**src/rtl/exec_stage_pkg.sv**
```systemverilog
// Shared constants for the execute/writeback stage: widths, opcodes, FSM states
// and the single-cycle ALU evaluation used by exec_stage.
package exec_stage_pkg;

  localparam int WORD_SIZE = 16;
  localparam int NIB_SIZE  = 4;
  localparam int CNT_W     = $clog2(WORD_SIZE) + 1;

  typedef enum logic [NIB_SIZE-1:0] {
    OP_NOP = 4'd0,
    OP_MOV = 4'd1,
    OP_ADD = 4'd2,
    OP_SUB = 4'd3,
    OP_AND = 4'd4,
    OP_OR  = 4'd5,
    OP_XOR = 4'd6,
    OP_SHL = 4'd7,
    OP_SHR = 4'd8,
    OP_MUL = 4'd9,
    OP_CMP = 4'd10
  } op_e;

  typedef enum logic [2:0] {
    ST_IDLE   = 3'd0,
    ST_EXEC   = 3'd1,
    ST_MUL    = 3'd2,
    ST_SETUP  = 3'd3,
    ST_STROBE = 3'd4
  } state_e;

  typedef struct packed {
    logic [WORD_SIZE-1:0] result;
    logic                 carry;
  } alu_res_t;

  // Carry is the ADD carry-out or the SUB/CMP unsigned borrow; zero otherwise.
  function automatic alu_res_t alu_eval(input logic [NIB_SIZE-1:0]  op,
                                        input logic [WORD_SIZE-1:0] a,
                                        input logic [WORD_SIZE-1:0] b);
    alu_res_t         r;
    logic [WORD_SIZE:0] sum;
    r.result = '0;
    r.carry  = 1'b0;
    sum      = '0;
    case (op)
      OP_MOV: r.result = a;
      OP_ADD: begin
        sum      = {1'b0, a} + {1'b0, b};
        r.result = sum[WORD_SIZE-1:0];
        r.carry  = sum[WORD_SIZE];
      end
      OP_SUB, OP_CMP: begin
        r.result = a - b;
        r.carry  = (a < b);
      end
      OP_AND: r.result = a & b;
      OP_OR:  r.result = a | b;
      OP_XOR: r.result = a ^ b;
      OP_SHL: r.result = a << b[3:0];
      OP_SHR: r.result = a >> b[3:0];
      default: r.result = '0;
    endcase
    return r;
  endfunction

endpackage

```
**src/rtl/exec_stage_mul_seq.sv**
```systemverilog
// Shift-add multiplier datapath: one partial-product step per cycle, fixed
// WORD_SIZE steps. product is the accumulator value the current step produces.
module mul_seq
  import exec_stage_pkg::*;
(
  input  logic                 clk,
  input  logic                 reset_n,
  input  logic                 load,
  input  logic                 step,
  input  logic [WORD_SIZE-1:0] a_in,
  input  logic [WORD_SIZE-1:0] b_in,
  output logic [WORD_SIZE-1:0] product,
  output logic                 finished
);

  logic [WORD_SIZE-1:0] a_q, a_d;
  logic [WORD_SIZE-1:0] b_q, b_d;
  logic [WORD_SIZE-1:0] acc_q, acc_d;
  logic [CNT_W-1:0]     count_q, count_d;
  logic [WORD_SIZE-1:0] acc_next_s;

  assign acc_next_s = acc_q + (b_q[0] ? a_q : {WORD_SIZE{1'b0}});
  assign product    = acc_next_s;
  assign finished   = (count_q == CNT_W'(WORD_SIZE - 1));

  // Next-state of the multiplier registers
  always_comb begin
    a_d     = a_q;
    b_d     = b_q;
    acc_d   = acc_q;
    count_d = count_q;
    if (load) begin
      a_d     = a_in;
      b_d     = b_in;
      acc_d   = '0;
      count_d = '0;
    end else if (step) begin
      acc_d   = acc_next_s;
      a_d     = a_q << 1;
      b_d     = b_q >> 1;
      count_d = count_q + CNT_W'(1);
    end else begin
      count_d = count_q;
    end
  end

  // Multiplier register bank
  always_ff @(posedge clk or negedge reset_n) begin
    if (!reset_n) begin
      a_q     <= '0;
      b_q     <= '0;
      acc_q   <= '0;
      count_q <= '0;
    end else begin
      a_q     <= a_d;
      b_q     <= b_d;
      acc_q   <= acc_d;
      count_q <= count_d;
    end
  end

endmodule

```
**src/rtl/exec_stage.sv**
```systemverilog
// Execute/writeback stage: latches operands on issue, computes the result
// (MUL via mul_seq) and presents setnum/setval a full cycle before set_strobe.
module exec_stage
  import exec_stage_pkg::*;
(
  input  logic                 clk,
  input  logic                 reset_n,
  input  logic                 start,
  input  logic [NIB_SIZE-1:0]  op,
  input  logic [WORD_SIZE-1:0] a,
  input  logic [WORD_SIZE-1:0] b,
  input  logic [NIB_SIZE-1:0]  dest,
  output logic                 busy,
  output logic                 done,
  output logic                 illegal,
  output logic [NIB_SIZE-1:0]  setnum,
  output logic [WORD_SIZE-1:0] setval,
  output logic                 set_strobe,
  output logic                 flag_z,
  output logic                 flag_c
);

  state_e               state_q, state_d;
  logic [NIB_SIZE-1:0]  op_q, op_d;
  logic [WORD_SIZE-1:0] a_q, a_d;
  logic [WORD_SIZE-1:0] b_q, b_d;
  logic [NIB_SIZE-1:0]  dest_q, dest_d;
  logic                 busy_q, busy_d;
  logic                 done_q, done_d;
  logic                 illegal_q, illegal_d;
  logic                 set_strobe_q, set_strobe_d;
  logic [NIB_SIZE-1:0]  setnum_q, setnum_d;
  logic [WORD_SIZE-1:0] setval_q, setval_d;
  logic                 flag_z_q, flag_z_d;
  logic                 flag_c_q, flag_c_d;

  logic                 mul_load_s, mul_step_s, mul_finished_s;
  logic [WORD_SIZE-1:0] mul_product_s;
  logic                 is_mul_s, is_write_s, is_illegal_s;
  alu_res_t             alu_s;

  assign alu_s        = alu_eval(op_q, a_q, b_q);
  assign is_mul_s     = (op_q == OP_MUL);
  assign is_write_s   = (op_q >= OP_MOV) && (op_q <= OP_SHR);
  assign is_illegal_s = (op_q > OP_CMP);

  mul_seq u_mul_seq (
    .clk      (clk),
    .reset_n  (reset_n),
    .load     (mul_load_s),
    .step     (mul_step_s),
    .a_in     (a_q),
    .b_in     (b_q),
    .product  (mul_product_s),
    .finished (mul_finished_s)
  );

  // FSM state register
  always_ff @(posedge clk or negedge reset_n) begin
    if (!reset_n) begin
      state_q <= ST_IDLE;
    end else begin
      state_q <= state_d;
    end
  end

  // FSM next-state; STROBE may accept a new issue so back-to-back ops lose no cycle
  always_comb begin
    state_d = state_q;
    case (state_q)
      ST_IDLE:   state_d = start ? ST_EXEC : ST_IDLE;
      ST_EXEC: begin
        if (is_mul_s) begin
          state_d = ST_MUL;
        end else if (is_write_s) begin
          state_d = ST_SETUP;
        end else begin
          state_d = ST_IDLE;
        end
      end
      ST_MUL:    state_d = mul_finished_s ? ST_SETUP : ST_MUL;
      ST_SETUP:  state_d = ST_STROBE;
      ST_STROBE: state_d = start ? ST_EXEC : ST_IDLE;
      default:   state_d = ST_IDLE;
    endcase
  end

  // FSM outputs and datapath register next values
  always_comb begin
    op_d         = op_q;
    a_d          = a_q;
    b_d          = b_q;
    dest_d       = dest_q;
    busy_d       = busy_q;
    done_d       = 1'b0;
    illegal_d    = 1'b0;
    set_strobe_d = 1'b0;
    setnum_d     = setnum_q;
    setval_d     = setval_q;
    flag_z_d     = flag_z_q;
    flag_c_d     = flag_c_q;
    mul_load_s   = 1'b0;
    mul_step_s   = 1'b0;
    case (state_q)
      ST_IDLE, ST_STROBE: begin
        if (start) begin
          op_d   = op;
          a_d    = a;
          b_d    = b;
          dest_d = dest;
          busy_d = 1'b1;
        end else begin
          busy_d = 1'b0;
        end
      end
      ST_EXEC: begin
        if (is_mul_s) begin
          mul_load_s = 1'b1;
        end else if (is_write_s) begin
          setnum_d = dest_q;
          setval_d = alu_s.result;
          flag_z_d = (alu_s.result == {WORD_SIZE{1'b0}});
          flag_c_d = alu_s.carry;
        end else begin
          done_d    = 1'b1;
          busy_d    = 1'b0;
          illegal_d = is_illegal_s;
          if (op_q == OP_CMP) begin
            flag_z_d = (alu_s.result == {WORD_SIZE{1'b0}});
            flag_c_d = alu_s.carry;
          end else begin
            flag_z_d = flag_z_q;
          end
        end
      end
      ST_MUL: begin
        mul_step_s = 1'b1;
        if (mul_finished_s) begin
          setnum_d = dest_q;
          setval_d = mul_product_s;
          flag_z_d = (mul_product_s == {WORD_SIZE{1'b0}});
          flag_c_d = 1'b0;
        end else begin
          setval_d = setval_q;
        end
      end
      ST_SETUP: begin
        set_strobe_d = 1'b1;
        done_d       = 1'b1;
      end
      default: busy_d = 1'b0;
    endcase
  end

  // Datapath and registered-output flops
  always_ff @(posedge clk or negedge reset_n) begin
    if (!reset_n) begin
      op_q         <= '0;
      a_q          <= '0;
      b_q          <= '0;
      dest_q       <= '0;
      busy_q       <= 1'b0;
      done_q       <= 1'b0;
      illegal_q    <= 1'b0;
      set_strobe_q <= 1'b0;
      setnum_q     <= '0;
      setval_q     <= '0;
      flag_z_q     <= 1'b0;
      flag_c_q     <= 1'b0;
    end else begin
      op_q         <= op_d;
      a_q          <= a_d;
      b_q          <= b_d;
      dest_q       <= dest_d;
      busy_q       <= busy_d;
      done_q       <= done_d;
      illegal_q    <= illegal_d;
      set_strobe_q <= set_strobe_d;
      setnum_q     <= setnum_d;
      setval_q     <= setval_d;
      flag_z_q     <= flag_z_d;
      flag_c_q     <= flag_c_d;
    end
  end

  assign busy       = busy_q;
  assign done       = done_q;
  assign illegal    = illegal_q;
  assign set_strobe = set_strobe_q;
  assign setnum     = setnum_q;
  assign setval     = setval_q;
  assign flag_z     = flag_z_q;
  assign flag_c     = flag_c_q;

endmodule

```
**config.mk**
```make
export PLATFORM = sky130hd
export DESIGN_NAME = exec_stage
export DESIGN_NICKNAME = d
export VERILOG_FILES = /design/src/rtl/exec_stage_pkg.sv /design/src/rtl/exec_stage_mul_seq.sv /design/src/rtl/exec_stage.sv
export SDC_FILE = /design/constraint.sdc
export NUM_CORES = 1
export LEC_CHECK = 0
export BUFFER_PORTS_ARGS = -buffer_cell sky130_fd_sc_hd__buf_2
export CORE_MARGIN = 2
export CORE_UTILIZATION = 33
export CTS_BUF_LIST = sky130_fd_sc_hd__clkbuf_4
export DETAILED_ROUTE_END_ITERATION = 7
export GPL_TIMING_DRIVEN = 0
export MAX_ROUTING_LAYER = met4
export PLACE_DENSITY = 0.5
export SLEW_MARGIN = 25
export SYNTH_ARGS = -nofsm -noshare
export SYNTH_HDL_FRONTEND = slang
export SYNTH_SLANG_ARGS = --single-unit
```
**constraint.sdc**
```tcl
create_clock -name clk -period 5.6 [get_ports clk]
set_clock_uncertainty 0.2 [all_clocks]
set_input_delay 1.12 -clock clk [delete_from_list [all_inputs] [get_ports clk]]
set_output_delay 1.12 -clock clk [all_outputs]
set_load 0.1 [all_outputs]
```
## Word-level counts from Yosys, hierarchy flattened

Index checks and enable logic that the tools add are counted.

| cells by class | value |
|---|---|
| shifts and indexed selects | 2 |
| order comparisons | 4 |
| multipliers | 0 |
| reduce and logical (&&, ||, !) cells | 13 |
| muxes and demuxes | 48 |
| equality and inequality tests | 20 |
| divide/modulo/power cells | 0 |
| bitwise operators | 4 |
| $add $sub $neg | 4 |

Operators by type and width:

| cell | number |
|---|---|
| 16-bit two-way mux | 10 |
| 16-bit one-hot mux with 8 select lines | 1 |
| 16-bit logical NOT | 2 |
| 16-bit one-hot mux with 2 select lines | 1 |
| 1-bit two-way mux | 22 |
| 16-bit by 16-bit adder with 17-bit output | 1 |
| 16-bit adder | 1 |
| 16-bit AND | 1 |
| 4-bit by 3-bit == test with 1-bit output (second input constant) | 4 |
| 16-bit < comparator | 1 |
| 16-bit bitwise OR | 1 |
| 16-bit by 4-bit left shift with 16-bit output | 1 |
| 16-bit by 4-bit >> shifter with 16-bit output | 1 |
| 16-bit subtractor | 1 |
| 16-bit XOR | 1 |
| 4-bit == test (second input constant) | 3 |
| 4-bit two-way mux | 3 |
| 3-bit one-hot mux with 4 select lines | 1 |
| 5-bit two-way mux | 2 |
| 4-bit by 2-bit == test with 1-bit output (second input constant) | 2 |
| 2-bit != test (second input constant) | 4 |
| 1-bit one-hot mux with 2 select lines | 4 |
| 4-bit one-hot mux with 2 select lines | 1 |
| 4-bit AND reduction | 2 |
| 19 further kinds | 24 |

| word-level totals | value |
|---|---|
| RAM bits | 0 |
| memories | 0 |
| register bits after elaboration | 122 |
| latch bits | 0 |
| memory bits (read-only) | 0 |

## Depth between registers and ports, before layout

Gate-level depths: netlist of the first run.

| logic depth | value |
|---|---|
| word-level depth | 8 |
| gate-level depth with buffers | 14 |

## Cells and area by module

From an unflattened synthesis of the first run, not the netlist that was laid out.

| second synthesis, totals | value |
|---|---|
| cell total of the unflattened synthesis | 1181 |
| area, all modules | 10302.4 um^2 |

By module, submodules not included:

| module | sequential area each (um^2) | area each (um^2) | cells an instance | times used |
|---|---|---|---|---|
| exec_stage | 1701.6 | 7163.1 | 852 | 1 |
| mul_seq | 1326.3 | 3139.3 | 329 | 1 |

## Worst setup path before layout of the first run

Ideal clock, no wire load.

| path | value |
|---|---|
| path kind | reg-to-reg |
| start | register b_q[2] |
| end | register flag_z_q, in the netlist flag_z |
| stages on the path, launching flop included | 14 |
| required time | 5.305 ns |
| clock period less this slack | 3.995 ns |
| path buffers | 2 |
| setup slack | 1.605 ns |
| setup time | 0.095 ns |
| arrival time | 3.699 ns |
| cells stage by stage | dfrtp_1 > clkbuf_1 > clkinv_1 > clkbuf_1 > ha_1 > and3_1 > a22o_1 > a2111oi_2 > a21oi_1 > a221o_1 > a21oi_1 > nand4_1 > or4_1 > o31ai_1 |

| between the ends | value |
|---|---|
| word-level cells in the longest chain between the ends | 7 |
| elaborated cells on any way between the ends | 13 |
| classes of those cells | 2 x add/sub; 2 x shift; 5 x mux; 3 x bitwise; 1 x reduce/logical |

Ends and longest elaborated chain:

| item | RTL line | RTL |
|---|---|---|
| start, declared | exec_stage.sv:26 | `logic [WORD_SIZE-1:0] b_q, b_d;` |
| start signal, assigned | exec_stage.sv:160 | `b_q <= '0;` |
| start signal, assigned | exec_stage.sv:173 | `b_q <= b_d;` |
| 16-bit subtractor (tied with other cells) | exec_stage_pkg.sv:53 | `r.result = a - b;` |
| 16-bit one-hot mux with 8 select lines * | exec_stage_pkg.sv:45 | `case (op)` |
| 16-bit logical NOT * | exec_stage.sv:122, exec_stage.sv:129 |  |
| 1-bit two-way mux | exec_stage.sv:128 | `if (op_q == OP_CMP) begin` |
| 1-bit two-way mux * | exec_stage.sv:119 | `end else if (is_write_s) begin` |
| 1-bit two-way mux * | exec_stage.sv:117 | `if (is_mul_s) begin` |
| 1-bit one-hot mux with 2 select lines * | exec_stage.sv:104 | `case (state_q)` |
| end signal, assigned | exec_stage.sv:181 | `flag_z_q <= flag_z_d;` |
| end, declared | exec_stage.sv:34 | `logic flag_z_q, flag_z_d;` |

Mark *: on every way between the ends. The rest lies on a longest branch, timed or not. The select of a mux whose other input is x is not followed.
A chain may end at the register's enable or synchronous reset.

## Worst setup path after layout of the first run

Same ends and word-level chain as after synthesis.

==> flow_metrics.env, run 1 <==
export IMPL_yosys_top_cells_area="dfrtp_1, ha_1, nand2_1"
export IMPL_yosysSeqAreaShare_pct=31.0
export IMPL_post_route_drc_count=0
export IMPL_r2r_start="b_q[2]"
export IMPL_ys_ff_latch=122
export IMPL_yosys_area_top_type="dfrtp_1"
export IMPL_crit_path_start="b_q[2]"
export IMPL_htreeDepth=4
export IMPL_dp_hpwl_um=29100
export IMPL_clockBufferDepth=2
export IMPL_dpl_instance_area_sq_um=10700
export IMPL_wl_per_cell_um=22.5
export IMPL_setup_worst_path_end_class="flop"
export IMPL_setup_violations=0
export IMPL_firstDrtPassIters=5
export IMPL_min_path_type="in -> async"
export IMPL_reg2reg_to="flag_z"
export IMPL_layout_common_cells="nand2_1, dfrtp_1, nor2_1, o21ai_0, a21oi_1"
export IMPL_status="complete, no violations"
export IMPL_synth_top_area_share_pct=31.0
export IMPL_start_util_pct=33.4
export IMPL_period_needed_ns=5.34
export IMPL_stdcell_area_sq_um=11100
export IMPL_yosys_warnings=0
export IMPL_grt_max_degree=80
export IMPL_grt_pass1_wl_um=57200
export IMPL_r2r_slack_ns=0.26
export IMPL_clock_sinks=122
export IMPL_syn_inst=1163
export IMPL_clock_latency_ns=0.65
export IMPL_routed_wl_um=37400
export IMPL_cts_setup_buffers=0
export IMPL_io_pins=69
export IMPL_crit_end="flag_z"
export IMPL_clkTransAtPathRegs_ns=0.13
export IMPL_max_freq_mhz=187
export IMPL_cts_tree="yes"
export IMPL_synth_async_sr_flop_share_pct=100
export IMPL_vias_per_cell=5.52
export IMPL_syn_nets=1278
export IMPL_fin_crit_sh_pct=95.4
export IMPL_mostFrequentLayoutCell="nand2_1"
export IMPL_grt_pass1_vias=9189
export IMPL_die_area_sq_um=31200
export IMPL_antenna_found_initial=2
export IMPL_synth_edf_count=0
export IMPL_grt_overflow_total=0
export IMPL_avgSynthCellArea_sq_um=8.46
export IMPL_drive_gt1_share_pct=14.1
export IMPL_cts_hold_buf=0
export IMPL_fp_dieH_um=177
export IMPL_fin_util_pct=37.5
export IMPL_first_iter_violations=842
export IMPL_grt_use_total_pct=25.4
export IMPL_tightest_slew_ns=1.08
export IMPL_cts_made_buffers=17
export IMPL_hold_viol=0
export IMPL_critPathLaunchType="flop"
export IMPL_maxSlewViolCount=0
export IMPL_syn_cell_area_sq_um=9840
export IMPL_gp_congestion=0.979
export IMPL_post_synth_num_cell_types=81
export IMPL_fp_dieW_um=177
export IMPL_core_sq_um=29500
export IMPL_root_buffer="clkbuf_4"
export IMPL_slew_headroom_pct=28.3
export IMPL_r2r_cells=13
export IMPL_crit_fanout=11
export IMPL_ys_flop_type="dfrtp_1"
export IMPL_holdWs_ns=0.136
export IMPL_cp_arrival_ns=5.68
export IMPL_num_vias=9168
export IMPL_rows=63
export IMPL_nets=1368
export IMPL_critical_path_class="reg -> reg"
export IMPL_postRouteAntennaNets=0
export IMPL_area_growth_pct=12.5
export IMPL_rsz0062_at_grt="no"
export IMPL_maxCapViolations=0
export IMPL_required_ns=5.94
export IMPL_io_buffers=68
## how the worst min path moves through the flow
stage          depth (start not counted)                   end              start
2_1_floorplan                          2     u_mul_seq.a_q[15]  u_mul_seq.a_q[15]
3_3_place_gp                           2            setval[10]         setval[10]
3_5_place_dp                           2             setval[1]          setval[1]
4_1_cts                                1  u_mul_seq.count_q[3]            reset_n
5_1_grt                                1  u_mul_seq.count_q[3]            reset_n
6_report                               1  u_mul_seq.count_q[3]            reset_n
## cell usage after synthesis, types with 8 or more instances
master    instances
ha_1             69
o211ai_1         14
o21a_1            8
o21ai_0          86
mux2i_1          42
xnor2_1          14
xor2_1           14
nand2_1         148
clkbuf_1         55
nor2_1          104
and2_1           25
nand3_1          18
nand2b_1         13
mux2_2           28
a22oi_1          22
buf_2            13
dfrtp_1         122
inv_1            50
nor3_1           20
a211oi_1         18
a21o_1           18
mux4_2           10
nor2b_1          14
o21bai_1          8
and3_1            9
a21oi_1          85
## metrics by stage
step	instances	setup slack, ns	setup TNS (ns)
CTS	1656	0.253	0
detailed placement	1624	-0.159	-0.159
global placement	1621	-0.240	-0.309
global route	1661	0.00159	0
finish	1661	0.260	0
floorplan	1163	1.61	0
## cell type report
cell class	instances	area, sq um
inverter	52	196
timing repair buffer	71	390
clock inverter	15	188
buffer	78	333
sequential	122	3050
fill	3166	18400
tap	390	488
multi-input combinational	911	6280
antenna	5	12.5
clock buffer	17	128
## critical path: stages (launching register included)
cell and delay [ns]:
dfrtp_1 0.41, clkbuf_2 0.26, clkinv_2 0.22, clkbuf_1 0.56
ha_1 0.42, and3_1 0.21, a22o_1 0.29, a2111oi_2 0.55
a21oi_1 0.31, a221o_1 0.36, a21oi_1 0.44, nand4_1 0.20
or4_1 0.58, o31ai_1 0.23
## state kept, by name, indices dropped and copies added (netlist names), 5 cells and up
signal and count:
a_q 16, b_q 16, setval 16, u_mul_seq.a_q 16
u_mul_seq.acc_q 16, u_mul_seq.b_q 16, u_mul_seq.count_q 5
## kinds of logic (layout without fill, tap and decap cells)
family	Yosys count	in the layout	synth area share (%)
AO/OA/AOI/OAI	337	337	22.5
XOR/XNOR	28	28	2.49
adder cells (fa/ha/maj)	72	72	9.39
buffers and inverters	130	233	5.36
flip-flops	122	122	31.0
multiplexers	82	82	10.3
other	0	5	0
AND/OR/NAND/NOR	392	392	19.0
## metal layers
metal,wire length (um),track usage [%],part of all wire (%),vias up
li1,-,-,-,4364
met3,1680,3.39,4.5,57
met2,17700,40.9,47,272
met1,17000,33.1,46,4475
met5,0,-,0,-
met4,1010,8.37,2.7,0
## repair_timing
action / 4_1_cts / 5_1_grt
endpoints found under the setup margin: 2 / 0
hold endpoints to repair: 0 / 0
resized for setup: 2 / 0
Power of run 1 is left out: the tool's default activity adds up to more than one toggle a clock period on the data nets, which glitch-free logic cannot reach.
==> run 2, diff against run 1 <==
==> constraint.sdc (replaced) <==
create_clock -name clk -period 5.6 [get_ports clk]
set_clock_uncertainty 0.2 [all_clocks]
set_input_delay 0.28 -clock clk [delete_from_list [all_inputs] [get_ports clk]]
set_output_delay 0.28 -clock clk [all_outputs]
set_load 0.1 [all_outputs]
==> flow_metrics.env, run 2 (synthesis gave the netlist of run 1 again) <==
export IMPL_post_route_drc_count=0
export IMPL_setup_violations=0
export IMPL_reg2reg_to="flag_z"
export IMPL_clock_latency_ns=0.65
export IMPL_start_util_pct=33.4
export IMPL_grt_pass1_wl_um=57800
export IMPL_rows=63
export IMPL_hp_start="b[15]"
export IMPL_place_inst=1624
export IMPL_crit_path_max_incr_delay_ns=0.58
export IMPL_fp_dieW_um=177
export IMPL_antenna_found_initial=2
export IMPL_rsz0062_at_grt="no"
export IMPL_path_cells="clkbuf_2, clkinv_2, clkbuf_1, ha_1, and3_1, a22o_1, a2111oi_2, a21oi_1, a221o_1, a21oi_1, nand4_1, or4_1, o31ai_1"
export IMPL_critPathLaunchType="flop"
export IMPL_hold_viol=0
export IMPL_grt_util_met3_pct=3.37
export IMPL_finalNonFillerCells=1704
export IMPL_io_buffers=68
export IMPL_max_freq_mhz=186
export IMPL_slowest_stage="clkbuf_1"
export IMPL_whs_path_depth=4
export IMPL_cts_setup_buffers=0
export IMPL_wl_per_cell_um=22.1
export IMPL_setup_worst_path_end_class="flop"
export IMPL_grt_overflow_total=0
export IMPL_io_pins=69
export IMPL_status="complete, no violations"
export IMPL_r2r_start="b_q[2]"
export IMPL_fin_crit_sh_pct=96.1
export IMPL_r2r_slack_ns=0.22
export IMPL_met1_usage_pct=33.2
export IMPL_vias_per_cell=5.48
export IMPL_area_growth_pct=17.1
export IMPL_nets=1411
export IMPL_hold_path_end="b_q[15]"
export IMPL_cts_made_buffers=17
export IMPL_drive_gt1_share_pct=13.8
export IMPL_layout_common_cells="nand2_1, dfrtp_1, nor2_1, o21ai_0, a21oi_1"
export IMPL_cp_depth=13
export IMPL_clkTransAtPathRegs_ns=0.14
export IMPL_period_needed_ns=5.38
export IMPL_min_path_type="in -> reg"
export IMPL_cp_buffers_inverters=3
export IMPL_clockBufferDepth=2
export IMPL_root_buffer="clkbuf_4"
export IMPL_met2_usage_pct=41.5
export IMPL_grt_pass1_vias=9369
export IMPL_core_sq_um=29500
export IMPL_postRouteAntennaNets=0
export IMPL_routed_wl_um=37700
export IMPL_busiest_layer="met2"
export IMPL_first_iter_violations=819
export IMPL_cp_top_family="compound AO/OA/AOI/OAI gates"
export IMPL_cts_tree="yes"
export IMPL_firstDrtPassIters=5
export IMPL_clock_sinks=122
export IMPL_slew_headroom_pct=29.0
export IMPL_crit_fanout=11
export IMPL_num_vias=9335
export IMPL_dp_hpwl_um=29100
export IMPL_gp_congestion=0.979
export IMPL_required_ns=5.95
export IMPL_r2r_cells=13
export IMPL_grt_max_degree=80
export IMPL_mostFrequentLayoutCell="nand2_1"
export IMPL_die_area_sq_um=31200
export IMPL_cp_arrival_ns=5.73
export IMPL_htreeDepth=4
export IMPL_maxCapViolations=0
export IMPL_critical_path_class="reg -> reg"
export IMPL_grt_use_total_pct=25.6
export IMPL_crit_path_frequent_cell="a21oi_1"
export IMPL_tightest_slew_ns=1.06
export IMPL_fillers=3135
export IMPL_fp_dieH_um=177
export IMPL_maxSlewViolCount=0
run 2: cell count changes in the layout (fill, tap and decap cells not counted):
cell | before | now
dlygate4sd3_1 | 0 | 42
buf_16 | 1 | 2
run 2: worst min-delay path, delay by kind of cell:
kind / cells / cell delay, ns
buffers and inverters: 2 / 0.60
AO/OA/AOI/OAI: 1 / 0.06
AND/OR/NAND/NOR: 1 / 0.04
run 2: metrics by stage:
step           TNS [ns]  utilization (%)  setup slack (ns)  hold WS (ns)  cell area (sq um)
5_1_grt               0             39.1           0.00159         0.154              11500
4_1_cts               0             39.0             0.253         0.128              11500
3_5_place_dp     -0.159             36.4            -0.159      -0.00473              10700
2_1_floorplan         0                -              1.61        -0.216               9840
3_3_place_gp     -0.309             36.2            -0.240         0.257              10700
6_report              0             39.1             0.216         0.154              11500
run 2: worst max path at each step:
stage / from / to / slack [ns]
2_1_floorplan: b_q[2] / flag_z / 1.61
3_3_place_gp: b_q[2] / flag_z / -0.24
3_5_place_dp: b_q[2] / flag_z / -0.16
4_1_cts: b_q[2] / flag_z / 0.25
5_1_grt: b_q[2] / flag_z / 0.002
6_report: b_q[2] / flag_z / 0.22
run 2: timing repair:
item | 4_1_cts | 5_1_grt
hold buffers | 43 | 0
gates resized for setup | 2 | 0
setup endpoints to repair | 2 | 0
hold endpoints to repair | 162 | 0
run 2: layout make-up:
class	count	area, sq um	share of cell area (%)
plain buffers	78	333	2.89
repair buffers	114	838	7.28
well taps	390	488	4.24
inverters	52	196	1.71
clock inverters	15	188	1.63
flip-flops and latches	122	3050	26.5
diodes	5	12.5	0.109
multi-input cells	911	6280	54.5
clock buffers	17	128	1.11
run 2: layer usage:
layer	vias up	part of all wire, %
met5	-	0
met4	0	2.8
met3	57	4.4
met2	266	48
met1	4561	45
li1	4451	-
Power of run 2 is left out for the same reason.
